<file path="src/rtl/alu_issue_ctrl.sv">
// alu_issue_ctrl: execute-stage sequencer for the MAK-8 ALU, owning the register file and flags.
// Define ALU_ISSUE_FAST_EN to drop the WB state and write back straight from the ALU in EXEC.
module alu_issue_ctrl #(
   parameter  int NREGS  = 4,
   localparam int REG_AW = $clog2(NREGS)
) (
   input  logic              clk,
   input  logic              rst,
   input  logic              in_valid,
   output logic              in_ready,
   input  logic [2:0]        in_op,
   input  logic [REG_AW-1:0] in_rd,
   input  logic [REG_AW-1:0] in_rs,
   input  logic              in_imm_sel,
   input  logic [7:0]        in_imm,
   input  logic              in_no_wb,
   output logic [7:0]        alu_a,
   output logic [7:0]        alu_b,
   output logic [2:0]        alu_op,
   input  logic [7:0]        alu_result,
   input  logic              alu_zero,
   input  logic              alu_carry,
   input  logic              alu_negative,
   output logic              done,
   output logic [2:0]        flags,
   input  logic [REG_AW-1:0] dbg_addr,
   output logic [7:0]        dbg_data
);
   typedef enum logic [1:0] {IDLE, READ, EXEC, WB} state_t;
   state_t            state_q, state_d;
   logic              in_ready_q, in_ready_d, done_q, done_d;
   logic              imm_sel_q, imm_sel_d, no_wb_q, no_wb_d;
   logic [2:0]        op_q, op_d, flags_q, flags_d;
   logic [REG_AW-1:0] rd_q, rd_d, rs_q, rs_d;
   logic [7:0]        imm_q, imm_d, a_q, a_d, b_q, b_d;
   logic [7:0]        regs_q [NREGS];
   logic [7:0]        regs_d [NREGS];
`ifndef ALU_ISSUE_FAST_EN
   logic [7:0]        res_q, res_d;
   logic [2:0]        flg_q, flg_d;
`endif
   always_comb begin
      state_d    = state_q;
      in_ready_d = in_ready_q;
      done_d     = 1'b0;
      op_d       = op_q;
      rd_d       = rd_q;
      rs_d       = rs_q;
      imm_sel_d  = imm_sel_q;
      imm_d      = imm_q;
      no_wb_d    = no_wb_q;
      a_d        = a_q;
      b_d        = b_q;
      flags_d    = flags_q;
      regs_d     = regs_q;
`ifndef ALU_ISSUE_FAST_EN
      res_d      = res_q;
      flg_d      = flg_q;
`endif
      case (state_q)
         IDLE: if (in_valid) begin
            op_d       = in_op;
            rd_d       = in_rd;
            rs_d       = in_rs;
            imm_sel_d  = in_imm_sel;
            imm_d      = in_imm;
            no_wb_d    = in_no_wb;
            state_d    = READ;
            in_ready_d = 1'b0;
         end
         READ: begin
            a_d     = regs_q[rd_q];
            b_d     = imm_sel_q ? imm_q : regs_q[rs_q];
            state_d = EXEC;
`ifdef ALU_ISSUE_FAST_EN
            done_d  = 1'b1;
`endif
         end
         EXEC: begin
`ifdef ALU_ISSUE_FAST_EN
            if (!no_wb_q) regs_d[rd_q] = alu_result;
            flags_d    = {alu_negative, alu_carry, alu_zero};
            state_d    = IDLE;
            in_ready_d = 1'b1;
`else
            res_d   = alu_result;
            flg_d   = {alu_negative, alu_carry, alu_zero};
            state_d = WB;
            done_d  = 1'b1;
`endif
         end
`ifndef ALU_ISSUE_FAST_EN
         WB: begin
            if (!no_wb_q) regs_d[rd_q] = res_q;
            flags_d    = flg_q;
            state_d    = IDLE;
            in_ready_d = 1'b1;
         end
`endif
         default: begin
            state_d    = IDLE;
            in_ready_d = 1'b1;
         end
      endcase
   end
   always_ff @(posedge clk or posedge rst) begin
      if (rst) begin
         state_q    <= IDLE;
         in_ready_q <= 1'b1;
         done_q     <= 1'b0;
         op_q       <= '0;
         rd_q       <= '0;
         rs_q       <= '0;
         imm_sel_q  <= 1'b0;
         imm_q      <= '0;
         no_wb_q    <= 1'b0;
         a_q        <= '0;
         b_q        <= '0;
         flags_q    <= '0;
         for (int i = 0; i < NREGS; i++) regs_q[i] <= '0;
`ifndef ALU_ISSUE_FAST_EN
         res_q      <= '0;
         flg_q      <= '0;
`endif
      end else begin
         state_q    <= state_d;
         in_ready_q <= in_ready_d;
         done_q     <= done_d;
         op_q       <= op_d;
         rd_q       <= rd_d;
         rs_q       <= rs_d;
         imm_sel_q  <= imm_sel_d;
         imm_q      <= imm_d;
         no_wb_q    <= no_wb_d;
         a_q        <= a_d;
         b_q        <= b_d;
         flags_q    <= flags_d;
         regs_q     <= regs_d;
`ifndef ALU_ISSUE_FAST_EN
         res_q      <= res_d;
         flg_q      <= flg_d;
`endif
      end
   end
   assign in_ready = in_ready_q;
   assign done     = done_q;
   assign alu_a    = a_q;
   assign alu_b    = b_q;
   assign alu_op   = op_q;
   assign flags    = flags_q;
   assign dbg_data = regs_q[dbg_addr];
endmodule

</file>
<file path="config.mk">
export PLATFORM = sky130hd
export DESIGN_NAME = alu_issue_ctrl
export DESIGN_NICKNAME = d
export VERILOG_FILES = /design/src/rtl/alu_issue_ctrl.sv
export SDC_FILE = /design/constraint.sdc
export NUM_CORES = 1
export LEC_CHECK = 0
export BUFFER_PORTS_ARGS = -buffer_cell sky130_fd_sc_hd__buf_4
export CAP_MARGIN = 20
export CORE_MARGIN = 8
export CORE_UTILIZATION = 50
export DETAILED_ROUTE_END_ITERATION = 7
export HOLD_SLACK_MARGIN = 0.08
export PLACE_DENSITY = 0.75
export SETUP_SLACK_MARGIN = 0.3
export SYNTH_ARGS = -nofsm -noshare
export SYNTH_HDL_FRONTEND = slang
export SYNTH_SLANG_ARGS = --single-unit
</file>
<file path="constraint.sdc">
create_clock -name clk -period 2.8 [get_ports clk]
set_clock_uncertainty 0.1 [all_clocks]
set_input_delay 0.56 -clock clk [delete_from_list [all_inputs] [get_ports clk]]
set_output_delay 0.56 -clock clk [all_outputs]
set_load 0.05 [all_outputs]
</file>
==> flow_summary.rst <==
.. list-table::
   :header-rows: 1

   * - Metric
     - Value
   * - Maximum clock path buffer count
     - 2
   * - Post-synthesis adder-cell area fraction
     - 0.0162
   * - Total grt overflow
     - 0
   * - Pins over their slew limit
     - 0
   * - Antenna Diode Count
     - 0
   * - Site row count
     - 32
   * - Share of synthesized area spent on multiplexers
     - 0.381
   * - Clock Root Buffer
     - sky130_fd_sc_hd__clkbuf_8
   * - Largest net degree at the start of global routing
     - 42
   * - Share of the synthesized area in compound gates (AO/OA/AOI/OAI)
     - 0.0129
   * - Final critical path time including I/O delays and setup
     - 2180 ps
   * - Commonest non-fill, non-tap cell in the layout
     - sky130_fd_sc_hd__dfrtp_1
   * - Library cell appearing most often on the critical path
     - sky130_fd_sc_hd__buf_4
   * - Average detailed-routed wire length per instance
     - ~19 um
   * - Yosys reg bits
     - 83
   * - Synthesized area divided by synthesized cell count
     - between 15 and 20 um^2
   * - Starting density of the core
     - 0.508
   * - Initial antenna violation count
     - 0
   * - Area used by multi-input combinational logic
     - 1690 um^2
   * - Post-Synthesis Cells
     - approximately 240
   * - Main combinational cell family by area after synthesis
     - multiplexers
   * - Register clock-pin slew on the reported worst setup and hold paths
     - 90 ps
   * - EDFF count, synth
     - 0
   * - Most used cells in the layout excluding fill and tap cells
     - sky130_fd_sc_hd__dfrtp_1 (82), sky130_fd_sc_hd__buf_4 (68), sky130_fd_sc_hd__mux2_2 (64)
   * - Layout cell share with drive strength beyond 1
     - 0.599
   * - Wire length of the first global-routing pass
     - 13100 um
   * - Count of buffers inserted at the top-level ports
     - 64
   * - Total via count in the routed design
     - about 2200
   * - Final worst setup slack
     - approximately 620 ps
   * - Worst stage delay on the critical path
     - roughly 540 ps
   * - Number of top-level pins
     - 65
   * - Vias/cell
     - 5.46
   * - Worst reg2reg endpoint
     - regs_q[31]
   * - Peak supply drop
     - 0.626 mV
   * - Worst slew margin relative to its limit
     - 0.506
   * - Worst setup timing slack at the placement stage
     - 623 ps
   * - Number of DRC violations after detailed-routing iteration 0
     - 72
   * - DIE AREA
     - around 11000 um^2
   * - Post-CTS Resized
     - 0
   * - H-tree Lvls
     - 3
   * - Worst skew pair latency
     - 340 ps
   * - Vertical die dimension
     - 104 um
   * - Final RePlAce weighted congestion
     - 0.765
   * - Netlist Area Pre-Place
     - 3860 um^2
   * - Buf+Inv Stages, Crit Path
     - 2
   * - Worst-path fanout max
     - 8
   * - Final setup vio count
     - 0
   * - R2R depth
     - 3
   * - Area of the core
     - 7610 um^2
   * - Max Fclk
     - approximately 460 MHz
   * - Tightest Pin Transition
     - between 700 and 800 ps
   * - Syn-to-layout area delta
     - 20.1%
   * - Static Leakage
     - 2.07 nW
   * - RSZ-0062 raised after global routing
     - no
   * - Synth Net Count
     - about 280
   * - Post-cts hold buffer count
     - 0
   * - Fin. Hold Viols
     - 0
   * - Number of fillers in the final layout
     - 608
   * - Count of different cell masters after synthesis
     - 22
   * - Reported max-cap violation count
     - 0
   * - WP data required
     - 2140 ps
   * - Proportion of register bits with asynchronous set or reset after synthesis
     - 1.00
   * - NumNets Final
     - between 300 and 400
   * - Clock tree from TritonCTS
     - done
   * - Worst setup slack for register-to-register paths
     - around 730 ps
   * - Power per Cell Area
     - 1370 nW/um^2
   * - Crit path cell chain
     - buf_4 -> mux4_2 -> buf_4
   * - Number of detailed-route iterations in the first pass
     - 4
   * - Slowest stage cell on the critical path
     - sky130_fd_sc_hd__mux4_2
   * - Global routing usage summed across all routing layers
     - 0.152
   * - Portion of the clock cycle consumed by the worst path in the final layout
     - 0.778
   * - Type of the worst min-delay path
     - in -> async
   * - Kind of cell adding the most delay to the critical path
     - multiplexers
   * - Worst Path Arrival
     - between 1500 and 2000 ps
   * - Type of the setup path with the least slack
     - in -> out
   * - Area taken by flip-flops and latches
     - 2080 um^2
   * - Category of the worst setup path capture point
     - output port
   * - Final antenna-violating net count
     - 0
   * - Post-synthesis xor/xnor area fraction
     - 0
   * - Reg-to-Reg Start
     - state_q[1]
   * - Result of the run
     - finished clean
   * - Sequential fraction of the synthesis area
     - 0.538
   * - Main flop type after synthesis
     - sky130_fd_sc_hd__dfrtp_1
   * - Buffer count from post-CTS setup fixing
     - 0
   * - Total clock sinks
     - 83
   * - TNS Setup
     - 0 ps
   * - Count of warnings emitted by yosys
     - 0
   * - Clock buffer count from CTS
     - 9
   * - Startpoint class of the critical path
     - input port
   * - Detailed Place HPWL
     - 5520 um
   * - # DRC
     - 0
   * - Die extent in x
     - 104 um
   * - Total wirelength of the detailed-routed design
     - slightly below 8000 um
   * - Vias in the first global route
     - 2426
   * - Share of synthesized cell area in and, or, nand and nor gates
     - 0.0285
[cell families (layout without fill, tap and decap cells)]
logic type	count (synthesis)	in the layout
multiplexers	105	105
flip-flops	83	83
buffers and inverters	18	88
AND/OR/NAND/NOR	16	16
AO/OA/AOI/OAI	10	10
adder cells (fa/ha/maj)	5	5
[synthesized netlist by cell type, types with 2 or more instances]
library cell | instances | area (um^2)
sky130_fd_sc_hd__ha_1 | 5 | 62.6
sky130_fd_sc_hd__dfrtp_1 | 82 | 2050
sky130_fd_sc_hd__a21oi_1 | 10 | 50.1
sky130_fd_sc_hd__nor2_1 | 9 | 33.8
sky130_fd_sc_hd__buf_1 | 2 | 7.51
sky130_fd_sc_hd__clkbuf_1 | 4 | 15.0
sky130_fd_sc_hd__mux2i_1 | 9 | 90.1
sky130_fd_sc_hd__mux4_2 | 24 | 541
sky130_fd_sc_hd__inv_1 | 3 | 11.3
sky130_fd_sc_hd__mux2_4 | 8 | 120
sky130_fd_sc_hd__buf_2 | 5 | 25.0
sky130_fd_sc_hd__mux2_2 | 64 | 721
sky130_fd_sc_hd__buf_4 | 3 | 22.5
[area by class of cell]
class,count,area share
Clock inverter,4,0.0108
Inverter,3,0.00324
Multi-Input combinational cell,136,0.365
Tap cell,102,0.0275
Timing Repair Buffer,69,0.114
Clock buffer,12,0.0313
Sequential cell,83,0.448
[report_power, final]
part	total [mW]	internal [mW]	switching, mW
Clock	0.849	0.436	0.413
Sequential	2.46	1.81	0.645
Combinational	3.07	1.54	1.53
Total	6.38	3.79	2.59
[worst max path at each step]
stage	from	endpoint	slack [ps]	depth (start not counted)
3_5_place_dp	dbg_addr[0]	dbg_data[7]	620	3
4_1_cts	dbg_addr[0]	dbg_data[4]	620	3
6_report	dbg_addr[0]	dbg_data[4]	620	3
3_3_place_gp	dbg_addr[0]	dbg_data[7]	630	3
2_1_floorplan	dbg_addr[0]	dbg_data[0]	660	2
5_1_grt	dbg_addr[0]	dbg_data[4]	580	3
[metrics by stage]
step,util,total power [mW],cells,area [um^2],hold slack [ps]
2_1_floorplan,-,4.76,237,3870,375
3_3_place_gp,0.584,5.50,393,4450,382
3_5_place_dp,0.584,5.59,393,4450,396
4_1_cts,0.610,6.44,409,4640,162
5_1_grt,0.610,6.73,409,4640,176
6_report,0.610,6.38,409,4640,140
[worst reg2reg max path, delay by kind of cell (launching register included)]
kind / cells / cell delay, ps
multiplexers: 1 / 420
flip-flops: 1 / 390
AND/OR/NAND/NOR: 1 / 640
adder cells (fa/ha/maj): 1 / 420
[flip-flops by register name, summed over array words and instances (netlist names)]
name	count
rd_q	2
rs_q	2
imm_q	8
state_q	2
flags	3
imm_sel_q	1
alu_op	3
flg_q	3
alu_a	8
in_ready	1
done	1
regs_q	32
res_q	8
alu_b	8
no_wb_q	1
[layer usage]
| metal | part of all wire | up-vias | GRT usage |
|---|---|---|---|
| met3 | 0.034 | 12 | 0.0248 |
| met5 | 0 | - | 0 |
| li1 | - | 1013 | - |
| met2 | 0.50 | 57 | 0.248 |
| met4 | 0.023 | 0 | 0.0672 |
| met1 | 0.44 | 1152 | 0.195 |
Power figures use the tool's default switching activity.
